<file path="config.mk">
export PLATFORM = sky130hd
export DESIGN_NAME = triangle_decoder
export DESIGN_NICKNAME = d
export VERILOG_FILES = /design/src/rtl/triangle_decoder.sv
export SDC_FILE = /design/constraint.sdc
export NUM_CORES = 1
export LEC_CHECK = 0
export BUFFER_PORTS_ARGS = -buffer_cell sky130_fd_sc_hd__buf_4
export CAP_MARGIN = 20
export CORE_MARGIN = 4
export CORE_UTILIZATION = 55
export DETAILED_ROUTE_END_ITERATION = 10
export HOLD_SLACK_MARGIN = 0.05
export PLACE_DENSITY = 0.75
export SYNTH_ARGS = -nofsm -noshare
export SYNTH_HDL_FRONTEND = slang
export SYNTH_SLANG_ARGS = --single-unit
</file>
<file path="constraint.sdc">
create_clock -name clk -period 3.4 [get_ports clk]
set_clock_uncertainty 0.05 [all_clocks]
set_input_delay 0.17 -clock clk [delete_from_list [all_inputs] [get_ports clk]]
set_output_delay 0.17 -clock clk [all_outputs]
set_load 0.02 [all_outputs]
</file>
<file path="src/rtl/triangle_decoder.sv">
// Triangle-wave stream monitor: locks onto a 0 -> 2^N-1 -> 0 sample sequence, flags turnarounds,
// measures trough-to-trough period and reports step errors. Optional: TRIANGLE_DECODER_ERR_COUNT_EN.
module triangle_decoder #(
  parameter int unsigned N        = 8,
  parameter int unsigned PERIOD_W = 16
) (
  input  logic                clk,
  input  logic                rst,
  input  logic                ena,
  input  logic [N-1:0]        in,
  output logic                locked,
  output logic                direction,
  output logic                peak,
  output logic                trough,
  output logic [PERIOD_W-1:0] period,
  output logic                period_valid,
`ifdef TRIANGLE_DECODER_ERR_COUNT_EN
  output logic                error,
  output logic [15:0]         err_count
`else
  output logic                error
`endif
);

  localparam int unsigned EC_W = 16;

  localparam logic [1:0] S_EMPTY   = 2'd0;
  localparam logic [1:0] S_ACQUIRE = 2'd1;
  localparam logic [1:0] S_UP      = 2'd2;
  localparam logic [1:0] S_DOWN    = 2'd3;

  localparam logic [N-1:0]        SMP_MAX  = {N{1'b1}};
  localparam logic [N-1:0]        SMP_ZERO = '0;
  localparam logic [N-1:0]        SMP_ONE  = N'(1);
  localparam logic [PERIOD_W-1:0] CNT_MAX  = {PERIOD_W{1'b1}};

  logic [1:0]          state_q, state_d;
  logic [N-1:0]        prev_q, prev_d;
  logic [PERIOD_W-1:0] cnt_q, cnt_d;
  logic                seen_q, seen_d;
  logic [PERIOD_W-1:0] period_q, period_d;
  logic                locked_q, locked_d;
  logic                dir_q, dir_d;
  logic                peak_q, peak_d;
  logic                trough_q, trough_d;
  logic                pv_q, pv_d;
  logic                error_q, error_d;

  logic [N-1:0]        prev_inc, prev_dec;
  logic [PERIOD_W-1:0] cnt_inc;
  logic [N-1:0]        exp_val;
  logic [1:0]          exp_state;

  assign prev_inc = prev_q + SMP_ONE;
  assign prev_dec = prev_q - SMP_ONE;
  assign cnt_inc  = (cnt_q == CNT_MAX) ? cnt_q : cnt_q + PERIOD_W'(1);

  // Expected next sample and state while tracking; turnarounds reverse at the rails.
  always_comb begin
    exp_val   = prev_inc;
    exp_state = S_UP;
    if (state_q == S_UP) begin
      if (prev_q == SMP_MAX) begin
        exp_val   = prev_dec;
        exp_state = S_DOWN;
      end
    end else begin
      exp_val   = prev_dec;
      exp_state = S_DOWN;
      if (prev_q == SMP_ZERO) begin
        exp_val   = SMP_ONE;
        exp_state = S_UP;
      end
    end
  end

  always_comb begin
    state_d  = state_q;
    prev_d   = prev_q;
    cnt_d    = cnt_q;
    seen_d   = seen_q;
    period_d = period_q;
    dir_d    = dir_q;
    peak_d   = 1'b0;
    trough_d = 1'b0;
    pv_d     = 1'b0;
    error_d  = 1'b0;
    if (ena) begin
      case (state_q)
        S_EMPTY: begin
          prev_d  = in;
          state_d = S_ACQUIRE;
        end
        S_ACQUIRE: begin
          prev_d = in;
          if ((prev_q != SMP_MAX) && (in == prev_inc)) begin
            state_d = S_UP;
          end else if ((prev_q != SMP_ZERO) && (in == prev_dec)) begin
            state_d = S_DOWN;
          end
        end
        default: begin
          prev_d = in;
          if (in == exp_val) begin
            state_d = exp_state;
            cnt_d   = cnt_inc;
            if ((state_q == S_UP) && (in == SMP_MAX)) begin
              peak_d = 1'b1;
            end
            // Trough closes a period; the first one after lock only arms the measurement.
            if ((state_q == S_DOWN) && (in == SMP_ZERO)) begin
              trough_d = 1'b1;
              cnt_d    = '0;
              seen_d   = 1'b1;
              if (seen_q) begin
                period_d = cnt_inc;
                pv_d     = 1'b1;
              end
            end
          end else begin
            error_d = 1'b1;
            state_d = S_ACQUIRE;
            cnt_d   = '0;
            seen_d  = 1'b0;
          end
        end
      endcase
    end
    locked_d = (state_d == S_UP) || (state_d == S_DOWN);
    if (state_d == S_UP) begin
      dir_d = 1'b1;
    end else if (state_d == S_DOWN) begin
      dir_d = 1'b0;
    end
  end

  always_ff @(posedge clk) begin
    if (!rst) begin
      state_q  <= S_EMPTY;
      prev_q   <= '0;
      cnt_q    <= '0;
      seen_q   <= 1'b0;
      period_q <= '0;
      locked_q <= 1'b0;
      dir_q    <= 1'b1;
      peak_q   <= 1'b0;
      trough_q <= 1'b0;
      pv_q     <= 1'b0;
      error_q  <= 1'b0;
    end else begin
      state_q  <= state_d;
      prev_q   <= prev_d;
      cnt_q    <= cnt_d;
      seen_q   <= seen_d;
      period_q <= period_d;
      locked_q <= locked_d;
      dir_q    <= dir_d;
      peak_q   <= peak_d;
      trough_q <= trough_d;
      pv_q     <= pv_d;
      error_q  <= error_d;
    end
  end

  assign locked       = locked_q;
  assign direction    = dir_q;
  assign peak         = peak_q;
  assign trough       = trough_q;
  assign period       = period_q;
  assign period_valid = pv_q;
  assign error        = error_q;

`ifdef TRIANGLE_DECODER_ERR_COUNT_EN
  logic [EC_W-1:0] err_cnt_q, err_cnt_d;

  // Saturating error tally, updated alongside the error pulse.
  always_comb begin
    err_cnt_d = err_cnt_q;
    if (error_d && (err_cnt_q != {EC_W{1'b1}})) begin
      err_cnt_d = err_cnt_q + EC_W'(1);
    end
  end

  always_ff @(posedge clk) begin
    if (!rst) begin
      err_cnt_q <= '0;
    end else begin
      err_cnt_q <= err_cnt_d;
    end
  end

  assign err_count = err_cnt_q;
`endif

endmodule

</file>
# Word level (Yosys, flattened, before mapping)
# Index checks and enable logic that the tools add are counted.
[op_classes] mux=20 n_eq_ne=13 add_sub_neg=3 n_reduce_logical=17 bitwise_logic=5
[op_table] operator="16-bit two-way mux" n=3
[op_table] operator="8-bit equality test" n=3
[op_table] operator="8-bit two-way mux" n=3
[op_table] operator="16-bit by 1-bit adder with 16-bit output, second input constant" n=1
[op_table] operator="16-bit equality test, second input constant" n=1
[op_table] operator="8-bit equality test, second input constant" n=2
[op_table] operator="8-bit zero test" n=2
[op_table] operator="2-bit two-way mux" n=5
[op_table] operator="8-bit by 1-bit adder with 8-bit output, second input constant" n=1
[op_table] operator="2-bit equality test, second input constant" n=4
[op_table] operator="1-bit two-way mux" n=8
[op_table] operator="8-bit != test, second input constant" n=1
[op_table] operator="8-bit nonzero test" n=1
[op_table] operator="8-bit by 1-bit subtractor with 8-bit output, second input constant" n=1
[op_table] operator="6-bit OR reduction" n=1
[op_table] operator="1-bit inverter" n=5
[op_table] operator="5-bit AND reduction" n=1
[op_table] operator="5-bit OR reduction" n=1
[op_table] operator="1-bit logical AND" n=4
[op_table] operator="2-bit case mux with 2 select lines" n=1
[op_table] operator="2-bit OR reduction" n=2
[op_table] operator="4-bit OR reduction" n=1
[op_table] operator="3-bit AND reduction" n=1
[op_table] operator="2-bit by 1-bit equality test with 1-bit output, second input constant" n=1
[op_table] operator="4 further kinds" n=4
[totals] output_inout_bits=22 input_bits=11 regBits=49

# Logic depth before layout (Yosys ltp)
# Gate-level depths: netlist of run 1.
[logic_depth] ltp_word=9 ltp_mapped=13 ltp_nobuf=10

# Worst setup path before layout of run 1
# OpenSTA, ideal clock, no wires.
[synth_timing] path_type="register to register" from="register prev_q[0]" to="register period_q[13] (netlist: period[13])" synth_period_minus_slack_ps=3112 t_arrival_ps=2940 t_required_ps=3228 setup_slack_ps=288 setup_ps=122 stages_incl_launch_ff=14 cell_sequence="dfxtp_1 buf_6 inv_1 ha_1 or3b_2 clkbuf_1 nor2_1 o21ai_0 o21ai_1 a2111oi_4 nor4b_4 nand3_4 buf_6 mux2i_1"
[synth_via] elab_chain_len=5 word_cells_on_any_way=9 cone_classes="add/sub (2); eq/ne (2); mux (3); reduce/logical (2)"
[synth_lines] element="start: declaration" line="38" rtl="logic [N-1:0] prev_q, prev_d;"
[synth_lines] element="start signal: assignment" line="152" rtl="prev_q <= prev_d;"
[synth_lines] element="8-bit by 1-bit subtractor with 8-bit output, or another cell as far along" line="55" rtl="assign prev_dec = prev_q - SMP_ONE;"
[synth_lines] element="8-bit two-way mux, on equally long branches" line="70, 63"
[synth_lines] element="8-bit two-way mux *" line="62" rtl="if (state_q == S_UP) begin"
[synth_lines] element="8-bit equality test *" line="104" rtl="if (in == exp_val) begin"
[synth_lines] element="5-bit AND reduction (no line) *"
[synth_lines] element="end signal: assignment" line="155" rtl="period_q <= period_d;"
[synth_lines] element="end: declaration" line="41" rtl="logic [PERIOD_W-1:0] period_q, period_d;"
# Mark *: on every way between the ends. The rest lies on a longest branch, timed or not.
# A chain may end at the register's enable or synchronous reset.

# Worst setup path after layout of run 1
[layout_timing] from="register prev_q[1]" to="register pv_q (netlist: period_valid)"
[layout_via] elab_chain_len=6 word_cells_on_any_way=10 cone_classes="add/sub (2); eq/ne (2); mux (3); bitwise (1); reduce/logical (2)"
[layout_lines] element="8-bit by 1-bit subtractor with 8-bit output, or another cell as far along" line="55"
[layout_lines] element="8-bit two-way mux, on equally long branches" line="70, 63"
[layout_lines] element="8-bit two-way mux *" line="62"
[layout_lines] element="8-bit equality test *" line="104"
[layout_lines] element="1-bit inverter (no line) *"
[layout_lines] element="6-bit OR reduction (no line) *"
[layout_lines] element="end signal: assignment" line="160" rtl="pv_q <= pv_d;"
[layout_lines] element="end: declaration" line="46" rtl="logic pv_q, pv_d;"
# Marked as above.

==> flow_summary.yaml, run 1 <==
pwr:
  leakage_nw: 1.66
  finalPower_mw: 1.30
  power_density_nw_per_um2: 322
  ir_drop_v: 0.000328
sta:
  finalCriticalPeriod_ps: 3290
  setup-violations-final: 0
  finalCritPeriodShare: 0.969
  slew_violations: 0
  worst_pin_slew_ps: 600
  clock.fmax_mhz: 304
  slew_headroom: 0.598
  timing_hold_violations_final: 0
critical_path:
  critical_path_depth: 10
  max_stage_delay_ps: 540
  cp_cell_sequence: "buf_4 -> nor4_4 -> a211oi_1 -> or4_4 -> o31a_1 -> a2111oi_4 -> nor4b_4 -> buf_6 -> nor3b_1 -> and2_1"
  worstReg2RegStart: "prev_q[1]"
  arrival_ps: 3510
  cp-start-kind: "register"
  r2r_slack_ps: 110
  critPathMaxFanout: 8
  setup_crit_start: "prev_q[1]"
  worst-path-buf-inv: 2
  path_delay_family: "simple AND/OR/NAND/NOR gates"
  last_element_of_the_critical_path: "period_valid"
  crit_required_ps: 3610
  cp_slowest_cell: "sky130_fd_sc_hd__or4_4"
  worstSetupEndpointType: "register"
  worst-setup-path-type: "register to register"
  reg2regPathDepth: 10
  r2r_end: "period_valid"
cells_and_area:
  diodes: 0
  post-route-cell-area_sq_um: 4030
  fin_cells: 555
  nets: 493
  final_layout_size_suffix_gt1_frac: 0.167
  flip_flop_and_latch_area_sq_um: 987
  multi_input_comb_area_sq_um: 2300
  fillCellCount: 543
  most_common_cell_after_layout_fill_and_taps_aside: "sky130_fd_sc_hd__nand2_1"
  layout_common_cells: "sky130_fd_sc_hd__nand2_1, sky130_fd_sc_hd__buf_4, sky130_fd_sc_hd__dfxtp_1, sky130_fd_sc_hd__mux2i_1, sky130_fd_sc_hd__xnor2_1"
  area.growth.synth_to_final_pct: 15.6
yosys:
  synth_adder_area_share: 0.0108
  ys_types: 55
  area_of_the_mapped_netlist_sq_um: 3490
  synth-compound-area-share: 0.192
  synth-edff-count: 0
  synth_top_family_by_area: "simple AND/OR/NAND/NOR gates"
  synthArstFlopShare: 0
  syn_avg_cell_area_sq_um: 7.79
  dominantRegCellSynth: "sky130_fd_sc_hd__dfxtp_1"
  yosys_warnings: 0
  mappedNetlistNets: 462
  synth.area.mux_share: 0.0832
  post_synth_inst_count: 448
  synth_xor_area_frac: 0.0753
  total_of_flip_flops_plus_latches_after_synthesis: 49
  synth_simple_gate_area_share: 0.297
  synth.yosys.seq_area_share: 0.281
die:
  placementRows: 28
  die_width_um: 87.6
  placeable_core_region_sq_um: 6030
  initial_core_util: 0.579
  dieHeight_um: 87.6
  dieArea_sq_um: 7680
  num_io_pins: 33
global_routing:
  via_count_of_the_first_global_routing_pass: 3107
  global_route_wire_length_before_repair_um: 16000
  antenna_found_initial: 0
  global_route.usage.total: 0.263
  globalRoute.totalOverflow: 0
  gr_met3_demand_resource: 0.0734
  grt.met1_usage: 0.398
  use_met2: 0.370
  grt_start_max_net_pins: 52
  top_usage_layer: "met1"
routing:
  drt_first_pass_iters: 5
  postRouteWirelength_um: 9880
  detail_route.drc_violations: 0
  drt-vias-per-instance: 6.30
  detailroute.via_count: 3494
  postRouteAntennaNets: 0
  detail_route.iter0.violations: 335
  wl_per_cell_um: 17.8
job:
  timing.max_cap.violations: 0
place:
  detailedPlacementHpwl_um: 7180
  dpl_cell_area_sq_um: 3900
  place.gp.congestion: 0.986
  io_buffers: 32
  numPlacedInstances: 546
clock_tree:
  h-tree-depth: 2
  tritoncts_clock_tree: "built"
  clock_tree.root_cell: "sky130_fd_sc_hd__clkbuf_8"
  cts_buffer_depth: 2
  clkLatencyLatePin_ps: 310
  cts_buffers: 5
  cts.hold.buffers_added: 0
  clkSinkCount: 49
  clk_pin_slew_worst_paths_ps: 100
min_path:
  min-delay-path-class: "input pin to register"
run_status:
  run_status: "complete, no violations"
-- logic make-up after synthesis --
| group | after synthesis |
|---|---|
| buf+inv | 50 |
| mux | 29 |
| xor+xnor | 30 |
| compound gates | 99 |
| flops | 49 |
| fa+ha+maj | 3 |
| simple gates | 188 |
-- stage by stage --
step | hold WS, ps | utilization | setup TNS [ps] | setup WS [ps]
finish | 112 | 0.669 | 0 | 107
global route | 122 | 0.669 | -24.5 | -11.9
CTS | 109 | 0.665 | 0 | 128
detailed placement | 405 | 0.647 | 0 | 152
global placement | 395 | 0.647 | 0 | 235
floorplan | 260 | - | 0 | 288
-- power by group --
| group | switching (mW) | internal, mW | leakage, nW |
|---|---|---|---|
| Sequential | 0.0187 | 0.580 | 0.398 |
| Clock | 0.212 | 0.221 | 0.0585 |
| Combinational | 0.150 | 0.118 | 1.21 |
| Total | 0.380 | 0.919 | 1.66 |
-- per-layer routing --
metal,wire length (um),up-vias
met5,0,-
met3,1060,12
met1,4580,1622
li1,-,1676
met4,100,0
met2,4140,184
-- cell type report --
class	instances	area share
inverter	12	0.0112
clock inverter	3	0.0109
tap	75	0.0233
multi-input combinational	349	0.570
timing repair buffer	62	0.123
clock buffer	5	0.0171
sequential	49	0.245
-- worst reg2reg max path: stages, from the launching register on --
cell and delay, ps:
sky130_fd_sc_hd__dfxtp_4 380, sky130_fd_sc_hd__buf_4 160, sky130_fd_sc_hd__nor4_4 360, sky130_fd_sc_hd__a211oi_1 130
sky130_fd_sc_hd__or4_4 540, sky130_fd_sc_hd__o31a_1 290, sky130_fd_sc_hd__a2111oi_4 440, sky130_fd_sc_hd__nor4b_4 280
sky130_fd_sc_hd__buf_6 160, sky130_fd_sc_hd__nor3b_1 290, sky130_fd_sc_hd__and2_1 170
-- synthesized netlist by cell type (all sizes together) (3+ instances only) --
library cell,number,area (sq um)
nand2,63,236
dfxtp,49,981
mux2i,29,290
clkbuf,24,90.1
xnor2,21,184
a21oi,19,95.1
a31oi,19,119
o21ai,19,95.1
nand3,17,97.6
nor2,17,63.8
buf,14,77.6
and3,13,81.3
nor2b,13,81.3
inv,12,45.0
nand4,12,75.1
and2,9,56.3
nor3,9,45.0
xor2,9,78.8
nor4,8,65.1
o211ai,6,45.0
nand2b,5,31.3
nor3b,5,37.5
or3,5,31.3
a211oi,4,30.0
and4,4,35.0
o22ai,4,25.0
o31a,4,35.0
a2111oi,3,45.1
a22o,3,26.3
ha,3,37.5
o211a,3,30.0
-- timing repair --
action                                  CTS  global route
endpoints found under the setup margin    0            19
buffers inserted                          0             1
resized for setup                         0             7
-- sequential cells by signal, summed over array words and instances, names as in the netlist --
| name | count |
|---|---|
| period | 16 |
| error | 1 |
| locked | 1 |
| seen_q | 1 |
| trough | 1 |
| cnt_q | 16 |
| state_q | 2 |
| prev_q | 8 |
| peak | 1 |
| direction | 1 |
| period_valid | 1 |
-- how the worst min path moves through the flow --
stage,startpoint,end,slack [ps],cells past startpoint
after floorplan,in[0],peak,260,2
after global placement,period[6],period[6],390,2
after detailed placement,period[11],period[11],410,2
after CTS,in[0],peak,110,3
after global routing,in[0],peak,120,3
final,in[0],peak,110,3
Note: power is estimated with default switching activity, not from simulation.
==> run 2, diff against run 1 <==
Settings changed: CORE_ASPECT_RATIO set to 0.75.
==> flow_summary.yaml, run 2 (synthesis results as in run 1) <==
global_routing:
  grt_start_max_net_pins: 52
  global_route_wire_length_before_repair_um: 16300
  global_route.usage.total: 0.263
  via_count_of_the_first_global_routing_pass: 3124
  antenna_found_initial: 0
  globalRoute.totalOverflow: 0
place:
  numPlacedInstances: 552
  detailedPlacementHpwl_um: 7490
  place.gp.congestion: 0.981
  io_buffers: 32
routing:
  drt_first_pass_iters: 5
  detailroute.via_count: 3500
  postRouteWirelength_um: 10000
  wl_per_cell_um: 17.8
  detail_route.drc_violations: 0
  detail_route.iter0.violations: 372
  drt-vias-per-instance: 6.23
  postRouteAntennaNets: 0
cells_and_area:
  final_layout_size_suffix_gt1_frac: 0.171
  most_common_cell_after_layout_fill_and_taps_aside: "sky130_fd_sc_hd__buf_4"
  multi_input_comb_area_sq_um: 2300
  area.growth.synth_to_final_pct: 15.7
  fillCellCount: 526
  flip_flop_and_latch_area_sq_um: 983
  finalCoreUtilization: 0.675
  diodes: 0
  fin_cells: 562
  layout_common_cells: "sky130_fd_sc_hd__buf_4, sky130_fd_sc_hd__nand2_1, sky130_fd_sc_hd__dfxtp_1, sky130_fd_sc_hd__mux2i_1, sky130_fd_sc_hd__xnor2_1"
  nets: 497
pwr:
  ir_drop_v: 0.000179
  power_density_nw_per_um2: 303
  finalPower_mw: 1.22
  leakage_nw: 1.67
critical_path:
  worstSetupEndpointType: "register"
  worst-setup-path-type: "register to register"
  critPathMaxFanout: 16
  cp-start-kind: "register"
  arrival_ps: 3430
  worst-path-buf-inv: 2
  r2r_slack_ps: 110
  max_stage_delay_ps: 570
  worstReg2RegStart: "state_q[1]"
  cp_slowest_cell: "sky130_fd_sc_hd__or4_1"
  crit_required_ps: 3540
  reg2regPathDepth: 10
  path_delay_family: "simple AND/OR/NAND/NOR gates"
  cp_cell_sequence: "nor2b_1 -> a211oi_1 -> or4_1 -> o31a_1 -> a2111oi_4 -> nor4b_4 -> buf_4 -> nand3_4 -> buf_12 -> mux2i_1"
  r2r_end: "period[14]"
sta:
  clock.fmax_mhz: 304
  finalCriticalPeriod_ps: 3290
  setup-violations-final: 0
  slew_headroom: 0.629
  slew_violations: 0
  tns_ps: 0
  timing_hold_violations_final: 0
  finalCritPeriodShare: 0.967
  worst_pin_slew_ps: 555
  rsz_0062_raised_after_global_routing: "false"
clock_tree:
  cts_buffers: 5
  h-tree-depth: 2
  cts_buffer_depth: 2
  clkSinkCount: 49
  tritoncts_clock_tree: "built"
  clkLatencyLatePin_ps: 310
  clk_pin_slew_worst_paths_ps: 90
  clock_tree.root_cell: "sky130_fd_sc_hd__clkbuf_8"
die:
  num_io_pins: 33
  die_width_um: 100
  placementRows: 24
  dieHeight_um: 77.0
  initial_core_util: 0.584
  dieArea_sq_um: 7690
  placeable_core_region_sq_um: 5980
min_path:
  hold-path-cell-count: 3
  min-delay-path-class: "input pin to register"
  timing.hold.worst_endpoint: "peak"
  hp-start: "in[5]"
run_status:
  run_status: "complete, no violations"
job:
  timing.max_cap.violations: 0
run 2: cell type report:
cell class | instances | area share
clock inverters | 3 | 0.00527
inverters | 12 | 0.0112
repair buffers | 66 | 0.129
well taps | 78 | 0.0242
multi-input cells | 349 | 0.570
clock buffers | 5 | 0.0170
flip-flops and latches | 49 | 0.244
run 2: worst register-to-register path: cells and delay by family (launching register included):
family          cells  cell delay, ps
compound gates      3             710
buf+inv             2             350
flops               1             450
mux                 1             150
simple gates        4            1470
run 2: power breakdown:
| part | total (mW) | internal, mW | switching (mW) |
|---|---|---|---|
| clock | 0.351 | 0.146 | 0.205 |
| combinational | 0.275 | 0.122 | 0.152 |
| sequential | 0.599 | 0.580 | 0.0184 |
| total | 1.22 | 0.849 | 0.375 |
run 2: what timing repair did:
action                     CTS  global route
resized for setup            0             4
hold buffers                 0             0
setup endpoints to repair    0            16
buffers inserted             0             2
run 2: how the worst max path moves through the flow:
stage               startpoint      endpoint  slack, ps  cells after the start
global placement    state_q[1]  period_valid        230                      9
global route         prev_q[1]    period[14]          2                     11
floorplan            prev_q[0]    period[13]        290                     13
finish              state_q[1]    period[14]        110                     10
detailed placement   prev_q[1]  period_valid        140                     10
CTS                  prev_q[1]  period_valid        120                     10
run 2: metal layers:
metal | up-vias | part of all wire | GRT usage
li1 | 1686 | - | -
met2 | 178 | 0.39 | 0.351
met5 | - | 0 | 0
met4 | 0 | 0.0060 | 0.0327
met1 | 1628 | 0.50 | 0.421
met3 | 8 | 0.11 | 0.0734
run 2: through the flow:
| stage | area [sq um] | worst slack [ps] | hold slack (ps) |
|---|---|---|---|
| finish | 4040 | 112 | 127 |
| global route | 4040 | 2.12 | 123 |
| CTS | 4010 | 119 | 120 |
| detailed placement | 3920 | 143 | 405 |
| global placement | 3920 | 232 | 394 |
| floorplan | 3490 | 288 | 260 |
